File: src/rtl/mem_be_pipe.sv
// Single-port word memory with byte enables, a READ_LAT-deep read pipeline and an
// optional zeroing sweep after reset. Storage and read stages are split into byte lanes.

module mem_be_lane #(
    parameter int DEPTH      = 64,
    parameter int ADDR_WIDTH = 6,
    parameter int READ_LAT   = 1
) (
    input  logic                  clk_i,
    input  logic                  rst_ni,
    input  logic                  we_i,
    input  logic [ADDR_WIDTH-1:0] waddr_i,
    input  logic [7:0]            wdata_i,
    input  logic [ADDR_WIDTH-1:0] raddr_i,
    input  logic                  rzero_i,
    input  logic [READ_LAT-1:0]   vld_i,
    output logic [7:0]            rdata_o
);
    logic [7:0] mem_q   [DEPTH];
    logic [7:0] stage_q [READ_LAT];

    // Storage has no reset so contents survive reset when the clear sweep is disabled.
    always_ff @(posedge clk_i) begin
        if (we_i) mem_q[waddr_i] <= wdata_i;
    end

    // Each stage only loads when a read enters it, so the last stage holds between pulses.
    always_ff @(posedge clk_i or negedge rst_ni) begin
        if (!rst_ni) begin
            for (int i = 0; i < READ_LAT; i++) stage_q[i] <= '0;
        end else begin
            if (vld_i[0]) stage_q[0] <= rzero_i ? 8'h00 : mem_q[raddr_i];
            for (int i = 1; i < READ_LAT; i++) begin
                if (vld_i[i]) stage_q[i] <= stage_q[i-1];
            end
        end
    end

    assign rdata_o = stage_q[READ_LAT-1];
endmodule

module mem_be_pipe #(
    parameter int WIDTH          = 32,
    parameter int DEPTH          = 64,
    parameter int ADDR_WIDTH     = $clog2(DEPTH),
    parameter int READ_LAT       = 1,
    parameter int CLEAR_ON_RESET = 1
) (
    input  logic                  clk_i,
    input  logic                  rst_ni,
    input  logic                  valid_i,
    output logic                  ready_o,
    input  logic                  wr_rd_i,
    input  logic [ADDR_WIDTH-1:0] addr_i,
    input  logic [WIDTH-1:0]      wdata_i,
    input  logic [WIDTH/8-1:0]    be_i,
    output logic [WIDTH-1:0]      rdata_o,
    output logic                  rvalid_o,
    output logic                  err_o
);
    localparam int NUM_LANES = WIDTH / 8;
    localparam logic [ADDR_WIDTH:0]   DEPTH_W   = (ADDR_WIDTH+1)'(DEPTH);
    localparam logic [ADDR_WIDTH-1:0] LAST_ADDR = ADDR_WIDTH'(DEPTH - 1);

    typedef struct packed {
        logic                  wr;
        logic [ADDR_WIDTH-1:0] addr;
        logic [WIDTH-1:0]      wdata;
        logic [NUM_LANES-1:0]  be;
    } req_t;

    typedef enum logic {INIT, RUN} state_e;

    req_t                  req;
    state_e                state_q, state_d;
    logic [ADDR_WIDTH-1:0] clr_cnt_q, clr_cnt_d;
    logic                  run, clr_we;
    logic                  acc, in_range, wr_acc, rd_acc;
    logic                  wr_err_q;
    logic [READ_LAT-1:0]   vld_q, err_q;
    logic [READ_LAT:0]     vld_pipe, err_pipe;
    logic [ADDR_WIDTH-1:0] waddr;
    logic [NUM_LANES-1:0]  lane_we;
    logic [NUM_LANES-1:0][7:0] lane_wdata, lane_rdata;

    assign req = '{wr: wr_rd_i, addr: addr_i, wdata: wdata_i, be: be_i};

    always_ff @(posedge clk_i or negedge rst_ni) begin
        if (!rst_ni) begin
            state_q   <= (CLEAR_ON_RESET != 0) ? INIT : RUN;
            clr_cnt_q <= '0;
        end else begin
            state_q   <= state_d;
            clr_cnt_q <= clr_cnt_d;
        end
    end

    always_comb begin
        state_d   = state_q;
        clr_cnt_d = clr_cnt_q;
        case (state_q)
            INIT: begin
                if (clr_cnt_q == LAST_ADDR) begin
                    state_d   = RUN;
                    clr_cnt_d = '0;
                end else begin
                    clr_cnt_d = clr_cnt_q + ADDR_WIDTH'(1);
                end
            end
            RUN:     ;
            default: state_d = RUN;
        endcase
    end

    always_comb begin
        run    = 1'b0;
        clr_we = 1'b0;
        case (state_q)
            INIT:    clr_we = 1'b1;
            RUN:     run    = 1'b1;
            default: ;
        endcase
    end

    // Gating with rst_ni keeps ready low while reset is held even when reset lands in RUN.
    assign ready_o  = run & rst_ni;
    assign acc      = valid_i & ready_o;
    assign in_range = {1'b0, req.addr} < DEPTH_W;
    assign wr_acc   = acc & req.wr;
    assign rd_acc   = acc & ~req.wr;

    assign waddr = clr_we ? clr_cnt_q : req.addr;
    always_comb begin
        for (int k = 0; k < NUM_LANES; k++) begin
            lane_we[k]    = clr_we | (wr_acc & in_range & req.be[k]);
            lane_wdata[k] = clr_we ? 8'h00 : req.wdata[8*k +: 8];
        end
    end

    assign vld_pipe = {vld_q, rd_acc};
    assign err_pipe = {err_q, rd_acc & ~in_range};

    always_ff @(posedge clk_i or negedge rst_ni) begin
        if (!rst_ni) begin
            vld_q    <= '0;
            err_q    <= '0;
            wr_err_q <= 1'b0;
        end else begin
            vld_q    <= vld_pipe[READ_LAT-1:0];
            err_q    <= err_pipe[READ_LAT-1:0];
            wr_err_q <= wr_acc & ~in_range;
        end
    end

    for (genvar k = 0; k < NUM_LANES; k++) begin : g_lane
        mem_be_lane #(
            .DEPTH      (DEPTH),
            .ADDR_WIDTH (ADDR_WIDTH),
            .READ_LAT   (READ_LAT)
        ) u_lane (
            .clk_i   (clk_i),
            .rst_ni  (rst_ni),
            .we_i    (lane_we[k]),
            .waddr_i (waddr),
            .wdata_i (lane_wdata[k]),
            .raddr_i (req.addr),
            .rzero_i (~in_range),
            .vld_i   (vld_pipe[READ_LAT-1:0]),
            .rdata_o (lane_rdata[k])
        );
    end

    assign rdata_o  = lane_rdata;
    assign rvalid_o = vld_pipe[READ_LAT];
    // A write error and a read response can land in the same cycle; both report on err_o.
    assign err_o    = wr_err_q | (vld_pipe[READ_LAT] & err_pipe[READ_LAT]);
endmodule

File: config.mk
export PLATFORM = sky130hd
export DESIGN_NAME = mem_be_pipe
export DESIGN_NICKNAME = d
export VERILOG_FILES = /design/src/rtl/mem_be_pipe.sv
export SDC_FILE = /design/constraint.sdc
export NUM_CORES = 2
export LEC_CHECK = 0
export BUFFER_PORTS_ARGS = -buffer_cell sky130_fd_sc_hd__buf_2
export CAP_MARGIN = 20
export CORE_MARGIN = 2
export CORE_UTILIZATION = 50
export CTS_CLUSTER_SIZE = 12
export DETAILED_ROUTE_END_ITERATION = 7
export PLACE_DENSITY_LB_ADDON = 0.12
export SLEW_MARGIN = 30
export SYNTH_ARGS = -nofsm -noshare
export SYNTH_HDL_FRONTEND = slang
export SYNTH_SLANG_ARGS = --single-unit
File: constraint.sdc
create_clock -name clk_i -period 7.8 [get_ports clk_i]
set_input_delay 0.39 -clock clk_i [delete_from_list [all_inputs] [get_ports clk_i]]
set_output_delay 0.39 -clock clk_i [all_outputs]
set_load 0.03 [all_outputs]
======== Word-level counts from Yosys, hierarchy flattened ========
Memory sizes are Yosys's and may differ from the RTL's. A register that Yosys moved wholly into a read port is not among the register bits.
Cells that the tools add are included.
cells by class
  add/sub/neg operators ................... 1
  multiply operators ...................... 0
  divide/modulo/power cells ............... 0
  order comparisons ....................... 0
  equal/unequal tests ..................... 1
  shift operators ......................... 0
  multiplexer cells ....................... 18
  bitwise operators ....................... 13
  reduce and logical (&&, ||, !) cells .... 4
operators with widths
  kind                 number
  $mux 8               4
  $mux 1               12
  $mux 6               2
  $and 1x1->1          8
  $add 6x1->6 const B  1
  $eq 6x6->1 const B   1
  $logic_not 1->1      4
  $or 1x1->1           4
  $not 1->1            1
storage, ports and cells
  register bits after elaboration ......... 8
  bits in latches ......................... 0
  memory bits (writable) .................. 2048
  bits in read-only memories .............. 0
  input bits .............................. 46
  output and inout port bits .............. 35
  memories kept ........................... 4
memory list
  name                    depth  width  read ports  clocked after Yosys merged registers in  write ports  line  source
  g_lane[0].u_lane.mem_q  64     8      1           1                                        1            19    logic [7:0] mem_q [DEPTH];
  g_lane[1].u_lane.mem_q  64     8      1           1                                        1            19
  g_lane[2].u_lane.mem_q  64     8      1           1                                        1            19
  g_lane[3].u_lane.mem_q  64     8      1           1                                        1            19

======== Depth between registers and ports, before layout ========
  word-level depth ........................ 8
  mapped depth ............................ 10
  gate-level depth less buffers ........... 6

======== Hierarchy ========
From an unflattened synthesis, not the netlist that was laid out.
second synthesis, totals
  cell total of the unflattened synthesis .. 3813
  area total of the unflattened synthesis .. 81745.9 µm²
by module, submodules not included
  module       times used  cells an instance  area each (µm²)  seq. area each (µm²)
  mem_be_lane  4           932                20258.2          15574.9
  mem_be_pipe  1           85                 713.2            200.2

======== Worst setup path before layout ========
No wires, ideal clock.
  path type ............................... input-to-reg
  from .................................... in addr_i[2]
  to ...................................... mem g_lane[0].u_lane.mem_q[47][0], enable pin
  arrival ................................. 2288 ps
  required time ........................... 7425 ps
  setup slack ............................. 5137 ps
  stages .................................. 8
  cells stage by stage .................... buf_2 -> buf_2 -> buf_2 -> buf_2 -> a31oi_1 -> nor2_1 -> nand3_1 -> a21oi_1
between the ends
  cells in the longest elaborated chain, start to end .. 1
ends and longest elaborated chain
  element      line  source
  from (decl)  54    input logic [ADDR_WIDTH-1:0] addr_i,
  $mux 6       132   assign waddr = clr_we ? clr_cnt_q : req.addr;
  to (decl)    19
No other way between the ends.

======== Final worst setup path ========
  from .................................... reg state_q
  to ...................................... mem g_lane[3].u_lane.mem_q[42][0], enable pin
between the ends
  cells in the longest elaborated chain, start to end .. 8
  elaborated cells on any way between the ends .. 10
  classes of those cells .................. mux: 5; bitwise: 5
ends and longest elaborated chain
  element                       line  source
  from (decl)                   75    state_e state_q, state_d;
  from (signal assigned)        90    state_q <= (CLEAR_ON_RESET != 0) ? INIT : RUN;
  from (signal assigned)        93    state_q <= state_d;
  $mux 1                        118   case (state_q)
  $and 1x1->1                   126   assign ready_o = run & rst_ni;
  $and 1x1->1                   127   assign acc = valid_i & ready_o;
  $and 1x1->1                   129   assign wr_acc = acc & req.wr;
  $and 1x1->1                   135   lane_we[k] = clr_we | (wr_acc & in_range & req.be[k]);
  $or 1x1->1                    135
  $mux 1                        24    if (we_i) mem_q[waddr_i] <= wdata_i;
  $mux 1 (not written as such)  24
  to (decl)                     19
Parallel ways exist; a longest one is shown, timed or not.

==> run metrics <==
outcome=finished, final reports clean; CP Capture Type=flip-flop; final net count=4248; initial antenna violation count=5; initial drt markers=approximately 4200; Skew-Pair Late Insertion Delay=0.84 ns; Initial Util=0.5016; number of enable flip-flop cells after synthesis=2048; Site Rows=around 150; maximum vdd drop=0.0002152 V; grt met2 use=0.3642; Tcrit/Tclk final=0.5704; Pwr per Cell Area=245.1 nW/µm²; # setup viols final=0; core area=approximately 160000 µm²; reported net switching power=between 4 and 5 mW; CTS tree=done; gp weighted congestion=0.7885; RSZ-0062 raised after global routing=no; Cell Area, Synth=roughly 81000 µm²; die area=166000 µm²; area grow syn2layout=11.50%; fmax=between 200 and 250 MHz; HP Class=input port to flip-flop; vias=39947; setup bufs post-CTS=0; cts bufs inserted=212; largest net degree at the start of global routing=approximately 120; GR Util met3=0.04389; DR WL/cell=a little over 30 µm; CP required=about 8.3 ns; post_cts resized=0; Synth cell types=41; # clock sinks=2088; Inst Count DP=approximately 6200; Clock Skews=0.04850 ns; Worst-path clk slew=around 0.070 ns; crit path kind=flip-flop to flip-flop; Synth async-reset ratio=0.01916; Seq/Total Area, Yosys=0.7681; Worst Path Buf+Inv=1; CP max stage delay=0.92 ns; CTS Root Cell=clkbuf_16; top_reg_cell synth=edfxtp_1; Flop pwr share=0.546; Worst slew margin=0.2714; H-tree levels=4; Port Buffers=79; Detail Route Antenna Nets=0; worst-margin pin slew=~1.1 ns; share of the synthesized area in the top cell type=0.7558; syn_nets=slightly above 4000; switch share=0.2016; Comb pwr share=0.022; Final Hold Viols=0; HPWL after DPL=117500 µm; Period minus WS final=about 4.4 ns; crit path max fanout=39; clock buffer depth=3; cell mode on critical path=nor2_1; total number of yosys warnings=0; Post-route DRC=0; GR met1 Demand/Resource=0.3703; CP arrival=~5 ns; Routed WL=201000 µm; Die W=between 400 and 500 µm; first-pass GRT wire length=about 290000 µm; crit path max-delay cell type=nor2_1; Final Non-Filler Cells=roughly 6500; crit path launch type=flip-flop; Top Usage Layer GRT=met1; drt pass-1 iters=6; Pint=17.75 mW; setup tns final=0 ns; vias in the first global route=39785; share of cells above drive strength 1=0.1893; Syn Area/Cell=19.98 µm²; area leader, netlist=edfxtp_1; Slew Viols, Final=0; cells along the critical path=buf_4 -> mux2_2 -> nor2_1 -> nand2_1 -> nor2_1; num ports=just over 80; max-cap viol count=0; LEAKAGE=~24 nW; #FFs+latches synth=2088; clock share of power=0.432; top cell family by delay on the critical path=simple AND/OR/NAND/NOR gates; Filler cells=~12000; Tot GR Track Use=0.2416; Die Y=just over 400 µm; Post-Syn Instances=just over 4000; vias per inst=between 6 and 7; Synth area leaders=edfxtp_1 (76%), mux4_2 (8.4%), mux2i_1 (5.5%); global route overflow=0
-- cell families (layout without fill, tap and decap cells) --
| kind of cell | count (synthesis) | count (layout) | synth area share |
|---|---|---|---|
| and+or+nand+nor | 457 | 457 | 0.02436 |
| buffers and inverters | 248 | 535 | 0.01464 |
| AOI/OAI and AO/OA | 470 | 470 | 0.04287 |
| muxes | 805 | 805 | 0.1496 |
| adders and majority gates | 1 | 1 | 0.0001538 |
| DFF | 2088 | 2088 | 0.7681 |
| other | 1 | 2 | 0.00004609 |
| xor gates and xnor gates | 2 | 2 | 0.0002153 |
-- cells in the final DEF (no fill, tap or decap), types with 39 or more instances in the layout --
master     instances
a22oi_1          160
clkbuf_1          70
o21ai_0           41
edfxtp_1        2048
buf_2             75
dfrtp_1           39
nor2_1           259
mux2i_1          450
mux4_2           303
nand2_1           56
a211oi_1          64
nand3_1           39
buf_4             73
clkbuf_16        213
-- per-layer routing --
| metal | vias to the layer above | part of all wire |
|---|---|---|
| li1 | 17069 | - |
| met4 | 6 | 0.019 |
| met1 | 21109 | 0.45 |
| met5 | - | 0.00017 |
| met2 | 1522 | 0.46 |
| met3 | 241 | 0.069 |
-- worst reg2reg max path, stage by stage (launching register included) --
cell	delay [ns]
dfrtp_2	0.70
buf_4	0.52
mux2_2	0.46
nor2_1	0.85
nand2_1	0.60
nor2_1	0.93
-- flip-flops by register name (all words and copies together) (netlist names) --
register	cells
rvalid_o	1
state_q	1
g_lane.u_lane.mem_q	2048
clr_cnt_q	6
g_lane.u_lane.rdata_o	32
-- stage by stage --
| step | area [µm²] | hold WS [ns] | total power [mW] | util | setup slack, ns |
|---|---|---|---|---|---|
| final | 90720 | 0.2644 | 22.23 | 0.5592 | 3.351 |
| after CTS | 90680 | 0.1778 | 22.38 | 0.5590 | 3.432 |
| after global routing | 90720 | 0.2570 | 22.85 | 0.5592 | 3.261 |
| after detailed placement | 84150 | 0.5807 | 12.86 | 0.5188 | 3.266 |
| after global placement | 84070 | 0.5751 | 12.85 | 0.5183 | 3.172 |
| after floorplan | 81360 | 0.09441 | 12.70 | - | 5.137 |
-- worst paths after layout --
check                                            start                            end  slack [ns]  depth (start not counted)
max                                            state_q  g_lane[3].u_lane.mem_q[42][0]        3.35                          5
min                                            be_i[0]  g_lane[0].u_lane.mem_q[47][2]        0.26                          3
max reg2reg                                    state_q  g_lane[3].u_lane.mem_q[42][0]        3.35                          5
min reg2reg                g_lane[0].u_lane.rdata_o[1]    g_lane[0].u_lane.rdata_o[1]        0.59                          1
max in group asynchronous                       rst_ni                        state_q        6.72                          3
min in group asynchronous                       rst_ni    g_lane[1].u_lane.rdata_o[5]        0.39                          3
-- power by group through the flow --
| stage | registers (mW) | clock network, mW | logic (mW) |
|---|---|---|---|
| 3_3_place_gp | 12.4 | 0 | 0.492 |
| 4_1_cts | 12.1 | 9.76 | 0.495 |
| 5_1_grt | 12.1 | 10.2 | 0.518 |
| 6_report | 12.1 | 9.61 | 0.494 |
| 3_5_place_dp | 12.4 | 0 | 0.494 |
| 2_1_floorplan | 12.4 | 0 | 0.340 |
-- synthesized netlist by cell type (2+ instances only) --
library cell / count
inv_1: 2
o21a_1: 2
o211ai_1: 32
buf_1: 35
a2111oi_0: 32
and2_1: 35
o31ai_1: 2
mux4_2: 303
nand3b_1: 3
nor2b_1: 35
mux2_2: 35
o21ai_0: 41
a22oi_1: 160
mux2i_1: 450
buf_2: 97
mux4_1: 17
a21oi_1: 6
edfxtp_1: 2048
nand3_1: 39
a22o_1: 32
nand2_1: 66
buf_6: 15
xnor2_1: 2
a221o_1: 32
o22ai_1: 32
a211oi_1: 64
or2_2: 2
a31oi_1: 34
buf_4: 3
clkbuf_4: 4
clkbuf_1: 92
nor2_1: 267
dfrtp_1: 40
nand2b_1: 6
-- layout make-up --
cell class                 count  area [µm²]  area share
clock buffer                 301        5841     0.06438
inverter                       2       7.507  0.00008275
sequential                  2088       62500      0.6890
timing repair buffer         161        1155     0.01273
tap                         2175        2721     0.03000
antenna                        1       2.502  0.00002758
clock inverter                71       674.4    0.007434
multi-input combinational   1736       17820      0.1964
-- timing repair --
item,in CTS,in global routing
setup endpoints to repair,0,0
hold buffers,1,0
hold endpoints to repair,40,0
No activity file was read; power rests on OpenSTA's default activity.
